### src/rtl/axi_mst_rd_fetch.sv
// AXI4 burst-read initiator: one command in flight, R beats forwarded through a one-entry
// valid/ready output register, completion pulse with sticky error status.
`ifndef AXI_ADDR_WIDTH
`define AXI_ADDR_WIDTH 32
`endif
`ifndef AXI_DATA_WIDTH
`define AXI_DATA_WIDTH 32
`endif
`ifndef AXI_LEN_WIDTH
`define AXI_LEN_WIDTH 8
`endif
`ifndef AXI_ID_WIDTH
`define AXI_ID_WIDTH 4
`endif
`ifndef AXI_SIZE_WIDTH
`define AXI_SIZE_WIDTH 3
`endif
`ifndef AXI_BURST_WIDTH
`define AXI_BURST_WIDTH 2
`endif
`ifndef AXI_LOCK_WIDTH
`define AXI_LOCK_WIDTH 1
`endif
`ifndef AXI_CACHE_WIDTH
`define AXI_CACHE_WIDTH 4
`endif
`ifndef AXI_PROT_WIDTH
`define AXI_PROT_WIDTH 3
`endif
`ifndef AXI_QOS_WIDTH
`define AXI_QOS_WIDTH 4
`endif
`ifndef AXI_REGION_WIDTH
`define AXI_REGION_WIDTH 4
`endif
`ifndef AXI_RESP_WIDTH
`define AXI_RESP_WIDTH 2
`endif

module axi_mst_rd_fetch #(
   parameter logic [`AXI_ID_WIDTH-1:0]   MST_ID   = '0,
   parameter logic [`AXI_SIZE_WIDTH-1:0] ARSIZE_V = `AXI_SIZE_WIDTH'(2)
) (
   input  logic                          clk,
   input  logic                          rst,
   // client command
   input  logic                          req_valid,
   output logic                          req_ready,
   input  logic [`AXI_ADDR_WIDTH-1:0]    req_addr,
   input  logic [`AXI_LEN_WIDTH-1:0]     req_len,
   // client response
   output logic                          rsp_valid,
   input  logic                          rsp_ready,
   output logic [`AXI_DATA_WIDTH-1:0]    rsp_data,
   output logic                          rsp_last,
   output logic                          done,
   output logic                          err_resp,
   output logic                          err_last,
   // AXI AR channel
   output logic                          axi_mst_arvalid,
   input  logic                          axi_mst_arready,
   output logic [`AXI_ID_WIDTH-1:0]      axi_mst_arid,
   output logic [`AXI_ADDR_WIDTH-1:0]    axi_mst_araddr,
   output logic [`AXI_LEN_WIDTH-1:0]     axi_mst_arlen,
   output logic [`AXI_SIZE_WIDTH-1:0]    axi_mst_arsize,
   output logic [`AXI_BURST_WIDTH-1:0]   axi_mst_arburst,
   output logic [`AXI_LOCK_WIDTH-1:0]    axi_mst_arlock,
   output logic [`AXI_CACHE_WIDTH-1:0]   axi_mst_arcache,
   output logic [`AXI_PROT_WIDTH-1:0]    axi_mst_arprot,
   output logic [`AXI_QOS_WIDTH-1:0]     axi_mst_arqos,
   output logic [`AXI_REGION_WIDTH-1:0]  axi_mst_arregion,
   // AXI R channel
   input  logic                          axi_mst_rvalid,
   output logic                          axi_mst_rready,
   input  logic [`AXI_ID_WIDTH-1:0]      axi_mst_rid,
   input  logic [`AXI_DATA_WIDTH-1:0]    axi_mst_rdata,
   input  logic [`AXI_RESP_WIDTH-1:0]    axi_mst_rresp,
   input  logic                          axi_mst_rlast
);

   localparam int unsigned CntW = `AXI_LEN_WIDTH + 1;

   typedef enum logic [1:0] {StIdle, StAr, StData, StDone} state_e;

   state_e                       state_q, state_d;
   logic [`AXI_ADDR_WIDTH-1:0]   addr_q;
   logic [`AXI_LEN_WIDTH-1:0]    len_q;
   logic [CntW-1:0]              cnt_q;
   logic [CntW-1:0]              len_ext;
   logic                         err_resp_q, err_last_q;
   logic                         rsp_valid_q, rsp_last_q;
   logic [`AXI_DATA_WIDTH-1:0]   rsp_data_q;
   logic                         done_c;
   logic                         r_hs, at_len, fwd, rsp_take;

   assign len_ext  = {1'b0, len_q};
   assign r_hs     = axi_mst_rvalid & axi_mst_rready;
   assign at_len   = (cnt_q == len_ext);
   assign fwd      = r_hs & (cnt_q <= len_ext);
   assign rsp_take = rsp_valid_q & rsp_ready;

   always_comb begin
      state_d         = state_q;
      req_ready       = 1'b0;
      axi_mst_arvalid = 1'b0;
      axi_mst_rready  = 1'b0;
      done_c          = 1'b0;
      case (state_q)
         StIdle: begin
            req_ready = 1'b1;
            if (req_valid) state_d = StAr;
         end
         StAr: begin
            axi_mst_arvalid = 1'b1;
            if (axi_mst_arready) state_d = StData;
         end
         StData: begin
            // Accept a beat whenever the output register is empty or drains this cycle.
            axi_mst_rready = !rsp_valid_q | rsp_ready;
            if (axi_mst_rvalid && axi_mst_rready && axi_mst_rlast) state_d = StDone;
         end
         StDone: begin
            if (!rsp_valid_q || rsp_ready) begin
               done_c  = 1'b1;
               state_d = StIdle;
            end
         end
         default: state_d = StIdle;
      endcase
   end

   always_ff @(posedge clk) begin
      if (rst) begin
         state_q     <= StIdle;
         addr_q      <= '0;
         len_q       <= '0;
         cnt_q       <= '0;
         err_resp_q  <= 1'b0;
         err_last_q  <= 1'b0;
         rsp_valid_q <= 1'b0;
         rsp_last_q  <= 1'b0;
         rsp_data_q  <= '0;
      end else begin
         state_q <= state_d;
         if (state_q == StIdle && req_valid) begin
            addr_q     <= req_addr;
            len_q      <= req_len;
            cnt_q      <= '0;
            err_resp_q <= 1'b0;
            err_last_q <= 1'b0;
         end
         if (r_hs) begin
            if (cnt_q != '1) cnt_q <= cnt_q + 1'b1;
            if (axi_mst_rresp != '0 || axi_mst_rid != MST_ID) err_resp_q <= 1'b1;
            // rlast must coincide exactly with the len-th beat
            if (axi_mst_rlast ^ at_len) err_last_q <= 1'b1;
         end
         if (fwd) begin
            rsp_valid_q <= 1'b1;
            rsp_data_q  <= axi_mst_rdata;
            rsp_last_q  <= at_len | axi_mst_rlast;
         end else if (rsp_take) begin
            rsp_valid_q <= 1'b0;
            rsp_last_q  <= 1'b0;
         end
      end
   end

   assign rsp_valid = rsp_valid_q;
   assign rsp_data  = rsp_data_q;
   assign rsp_last  = rsp_last_q;
   assign done      = done_c;
   assign err_resp  = done_c & err_resp_q;
   assign err_last  = done_c & err_last_q;

   assign axi_mst_arid     = MST_ID;
   assign axi_mst_araddr   = addr_q & ~(`AXI_ADDR_WIDTH'(3));
   assign axi_mst_arlen    = len_q;
   assign axi_mst_arsize   = ARSIZE_V;
   assign axi_mst_arburst  = `AXI_BURST_WIDTH'(1);
   assign axi_mst_arlock   = '0;
   assign axi_mst_arcache  = '0;
   assign axi_mst_arprot   = '0;
   assign axi_mst_arqos    = '0;
   assign axi_mst_arregion = '0;

endmodule

### config.mk
export PLATFORM = sky130hd
export DESIGN_NAME = axi_mst_rd_fetch
export DESIGN_NICKNAME = d
export VERILOG_FILES = /design/src/rtl/axi_mst_rd_fetch.sv
export SDC_FILE = /design/constraint.sdc
export NUM_CORES = 1
export LEC_CHECK = 0
export BUFFER_PORTS_ARGS = -buffer_cell sky130_fd_sc_hd__buf_4
export CORE_AREA = 2 2 93 95
export CTS_CLUSTER_DIAMETER = 60
export DETAILED_ROUTE_END_ITERATION = 10
export DIE_AREA = 0 0 95 97
export PLACE_DENSITY = 0.84
export REMOVE_ABC_BUFFERS = 1
export SYNTH_ARGS = -nofsm -noshare
export SYNTH_HDL_FRONTEND = slang
export SYNTH_SLANG_ARGS = --single-unit
### constraint.sdc
create_clock -name clk -period 3.7 [get_ports clk]
set_clock_uncertainty 0.1 [all_clocks]
set_input_delay 0.74 -clock clk [delete_from_list [all_inputs] [get_ports clk]]
set_output_delay 0.74 -clock clk [all_outputs]
set_load 0.03 [all_outputs]
# Yosys cells after proc, flatten, opt, wreduce, memory -nomap -nowiden
# Index checks and enable logic that the tools add are counted.
# word_totals
ff_bits	87
inputBits	85
out_inout_bits	105
wordCells	61
# classes
n_addsub	1
n_lt_le_gt_ge	1
n_eq_ne	9
n_mux	22
bitwise_logic	8
reduce_logical	11
# op_table
cell	n
2-to-1 mux 9 bit	3
2-to-1 mux 1 bit	14
adder 9 x 1 -> 9 bit, second input constant	1
equality test 9 x 8 -> 1 bit	1
<= comparator 9 x 8 -> 1 bit	1
inequality test 9 bit, second input constant	1
2-to-1 mux 2 bit	4
inequality test 2 bit, second input constant	4
one-hot mux 2 bit (4 select lines)	1
bitwise AND 1 bit	5
equality test 2 bit, second input constant	2
AND reduction 4 bit	1
nonzero test 2 bit	2
nonzero test 4 bit	1
logical AND 1 bit	3
equality test 2 x 1 -> 1 bit, second input constant	1
zero test 2 bit	1
logical OR 1 bit	2
OR 1 bit	2
zero test 1 bit	1
bitwise XOR 1 bit	1

# Logic depth before layout (Yosys ltp)
# depth
word_depth	6
ltp_mapped	10
mapped_depth_nobuf	9

# Worst setup path before layout
# Ideal clock, no wire load.
# synth_path
kind	register to register
startpoint	register cnt_q[0]
endpoint	register cnt_q[7]
t_arrival_ns	2.275
t_required_ns	3.530
path_slack_ns	1.255
stages_incl_launch_ff	10
path_buffers	1
period_less_slack_ns	2.445
cell_sequence	dfxtp_1 > ha_1 > and3_1 > and3_1 > and3_1 > ha_1 > or3_1 > buf_6 > or3_1 > a21oi_1
# synth_via
elab_chain_cells	3
elab_cells_between_ends	4
cone_classes	add/sub: 1; eq/ne: 1; mux: 2
# synth_lines
element	line_no	source
from (decl)	88	logic [CntW-1:0] cnt_q;
from (signal assigned)	153	if (cnt_q != '1) cnt_q <= cnt_q + 1'b1;
adder 9 x 1 -> 9 bit or inequality test 9 bit (tied branches)	153	
2-to-1 mux 9 bit *	153	
2-to-1 mux 9 bit *	152	if (r_hs) begin
# Mark *: on every way between the ends. The rest lies on a longest branch, timed or not.
# A chain may end at the register's enable or synchronous reset.

# Worst setup path after layout
# layout_path
startpoint	register cnt_q[0]
endpoint	register cnt_q[6]
# Same word-level chain as after synthesis.

==> results_dict.tcl <==
set metrics [dict create \
    status "finished clean" \
    synth_edf_count 0 \
    post_cts_buffers 0 \
    ys_types 35 \
    timing.fmax_mhz 353 \
    power.density_nw_per_um2 552 \
    cp_data_arrival_time_ps 2920 \
    synth_xor_area_share_pct 0 \
    fin_util_pct 65.4 \
    fp.dieW_um 95 \
    syn_area_per_cell_um2 8.62 \
    diodes 0 \
    fin_crit_sh_pct 76.6 \
    grt_pass1_vias 3400 \
    cts-htree-levels 3 \
    rsz0062_at_grt "no" \
    gp_congestion 0.843 \
    place_area_um2 5100 \
    crit_buf_inv 0 \
    cp_num_cells 9 \
    viasPerCell 4.89 \
    leakage_nw 2.36 \
    grt_pass1_wl_mm 15.0 \
    synth-seq-cells 85 \
    rrSetupSlack_ps 860 \
    yosys_warnings 0 \
    hold_slack_ps 357 \
    ff2ff_path_depth 9 \
    routed_wl_mm 9.42 \
    synth_common_cells "nand2_1 (86), dfxtp_1 (85), nand2b_1 (66)" \
    cts_tree "done" \
    io_pins 190 \
    synth_top_family_by_area "simple AND/OR/NAND/NOR gates" \
    drv_slew 0 \
    ys.flop_type "dfxtp_1" \
    synth_top_area_share_pct 42.4 \
    numPortBuffers 160 \
    dp_cells 706 \
    cts_resized 0 \
    finalSetupViolations 0 \
    synth_largest_area_cell "dfxtp_1" \
    grt_max_degree 107 \
    overflow 0 \
    cts_sinks 85 \
    hp-class "flip-flop to flip-flop" \
    period_minus_slack_ps 2840 \
    initial_core_util_pct 49.3 \
    cp_slowest_cell "nor3_2" \
    seq_area_frac_synth_pct 42.4 \
    drc 0 \
    core_area_um2 8130 \
    synth_top_cells_by_area "dfxtp_1 (42%), nand2b_1 (10%), mux2i_1 (8.2%)" \
    cpMostUsedCell "and3_1" \
    rows 33 \
    hpwl_mm 6.77 \
    cts-root-buf "clkbuf_8" \
    hold_buffers 0 \
    antenna_left 0 \
    cpPeakStageDelay_ps 520 \
    grt_usage_pct 20.0 \
    synthSimpleGateAreaFrac_pct 25.0 \
    cap_violations 0 \
    drive_above_1_share_pct 29.7 \
    area_growth_syn_to_layout_pct 32.6 \
    fin_nets 712 \
    hold_viol 0 \
    worstSetupPathType "flip-flop to flip-flop" \
    drt_iter0_markers 136 \
    synthCells 465 \
    max_slew_margin_pct 45.2 \
    max-vdd-ir-drop_mv 0.281 \
    post-route-cell-area_um2 5320 \
    die_h_um 97 \
    fp.dieArea_um2 9220 \
    finalNonFillerCells 721 \
    min_path_cells 2 \
    tightestPinTransition_ps 822 \
    firstDrtPassIters 4 \
    crit_family "simple AND/OR/NAND/NOR gates" \
    crit_required_ps 3790 \
    clock_latency_ps 340 \
    yosysMostFrequentCell "nand2_1" \
    synth_fa_ha_area_share_pct 4.68 \
    numCtsBuffers 9 \
    wl_per_cell_um 13.1 \
    synth-compound-area-share_pct 9.02 \
    cts_buffer_depth 2 \
    vias 3523 \
    syn_area_um2 4010 \
    synthMuxAreaShare_pct 8.52 \
    crit_path_cell_trace "ha_1, and3_1, and3_1, and3_1, ha_1, nor3_2, nor2_1, o21ai_0, a21oi_1" \
    async_reset_ff_share_pct 0 \
    finalSetupTns_ps 0 \
    path_max_fanout 9 \
    antenna_found_initial 0 \
    worstSetupEndpointType "flip-flop" \
    path_clk_slew_ps 80 \
    cp-start-kind "flip-flop" \
]
[metal layers]
metal	vias to the layer above	share of wire (%)	global-route usage [%]
met3	13	8.1	5.61
li1	1762	-	-
met1	1604	40	22.8
met4	0	1.6	8.25
met2	144	50	34.7
met5	-	0	0
[placed cells by master, fill, tap and decap left out, types with 2 or more instances in the layout]
cell	synthesis	routed
conb_1	2	27
nand2_1	86	86
or3_1	2	2
mux2i_1	33	33
nand3_1	7	7
clkbuf_8	0	10
inv_1	11	11
o21ai_0	9	9
and2_1	3	3
a21oi_1	51	51
nor2_1	14	14
nand2b_1	66	66
a211oi_1	2	2
bufinv_16	0	2
ha_1	15	15
and3_1	6	6
nor2b_1	3	3
nand3b_1	4	4
dfxtp_1	85	85
buf_4	27	164
[report_power, final]
group	internal (W)	switching [W]
Clock	0.000394	0.000315
Sequential	0.00104	0.0000770
Combinational	0.000412	0.000697
[registers in the layout, indices dropped and copies added (netlist names)]
register	cells
rsp_data	32
addr_q	30
cnt_q	9
axi_mst_arlen	8
state_q	2
err_last_q	1
err_resp_q	1
rsp_last	1
rsp_valid	1
[stage by stage]
step | setup slack (ps) | total power (W)
2_1_floorplan | 471 | 0.00183
3_3_place_gp | 1090 | 0.00222
4_1_cts | 970 | 0.00297
3_5_place_dp | 985 | 0.00226
6_report | 865 | 0.00294
5_1_grt | 701 | 0.00310
[worst reg2reg max path: cells and delay by family (launching register included)]
| kind | cells | cell delay, ps |
|---|---|---|
| and+or+nand+nor | 5 | 1360 |
| DFF | 1 | 380 |
| adders and majority gates | 2 | 460 |
| AOI/OAI and AO/OA | 2 | 380 |
[logic make-up after synthesis]
kind of cell,after synthesis
mux,34
buf+inv,64
compound gates,68
simple gates,197
flops,85
other cells,2
fa+ha+maj,15
[path summary, 6_finish.rpt]
| check | from | to |
|---|---|---|
| max | cnt_q[0] | cnt_q[6] |
| min | addr_q[10] | addr_q[10] |
| max reg2reg | cnt_q[0] | cnt_q[6] |
| min reg2reg | addr_q[10] | addr_q[10] |
[final cells by class]
class / count / area, µm²
clock buffers: 11 / 141
clock inverters: 4 / 72.6
fillers: 694 / 2820
inverters: 11 / 41.3
multi-input cells: 341 / 2000
flip-flops and latches: 85 / 1700
well taps: 105 / 131
repair buffers: 164 / 1230
Power figures use the tool's default switching activity.
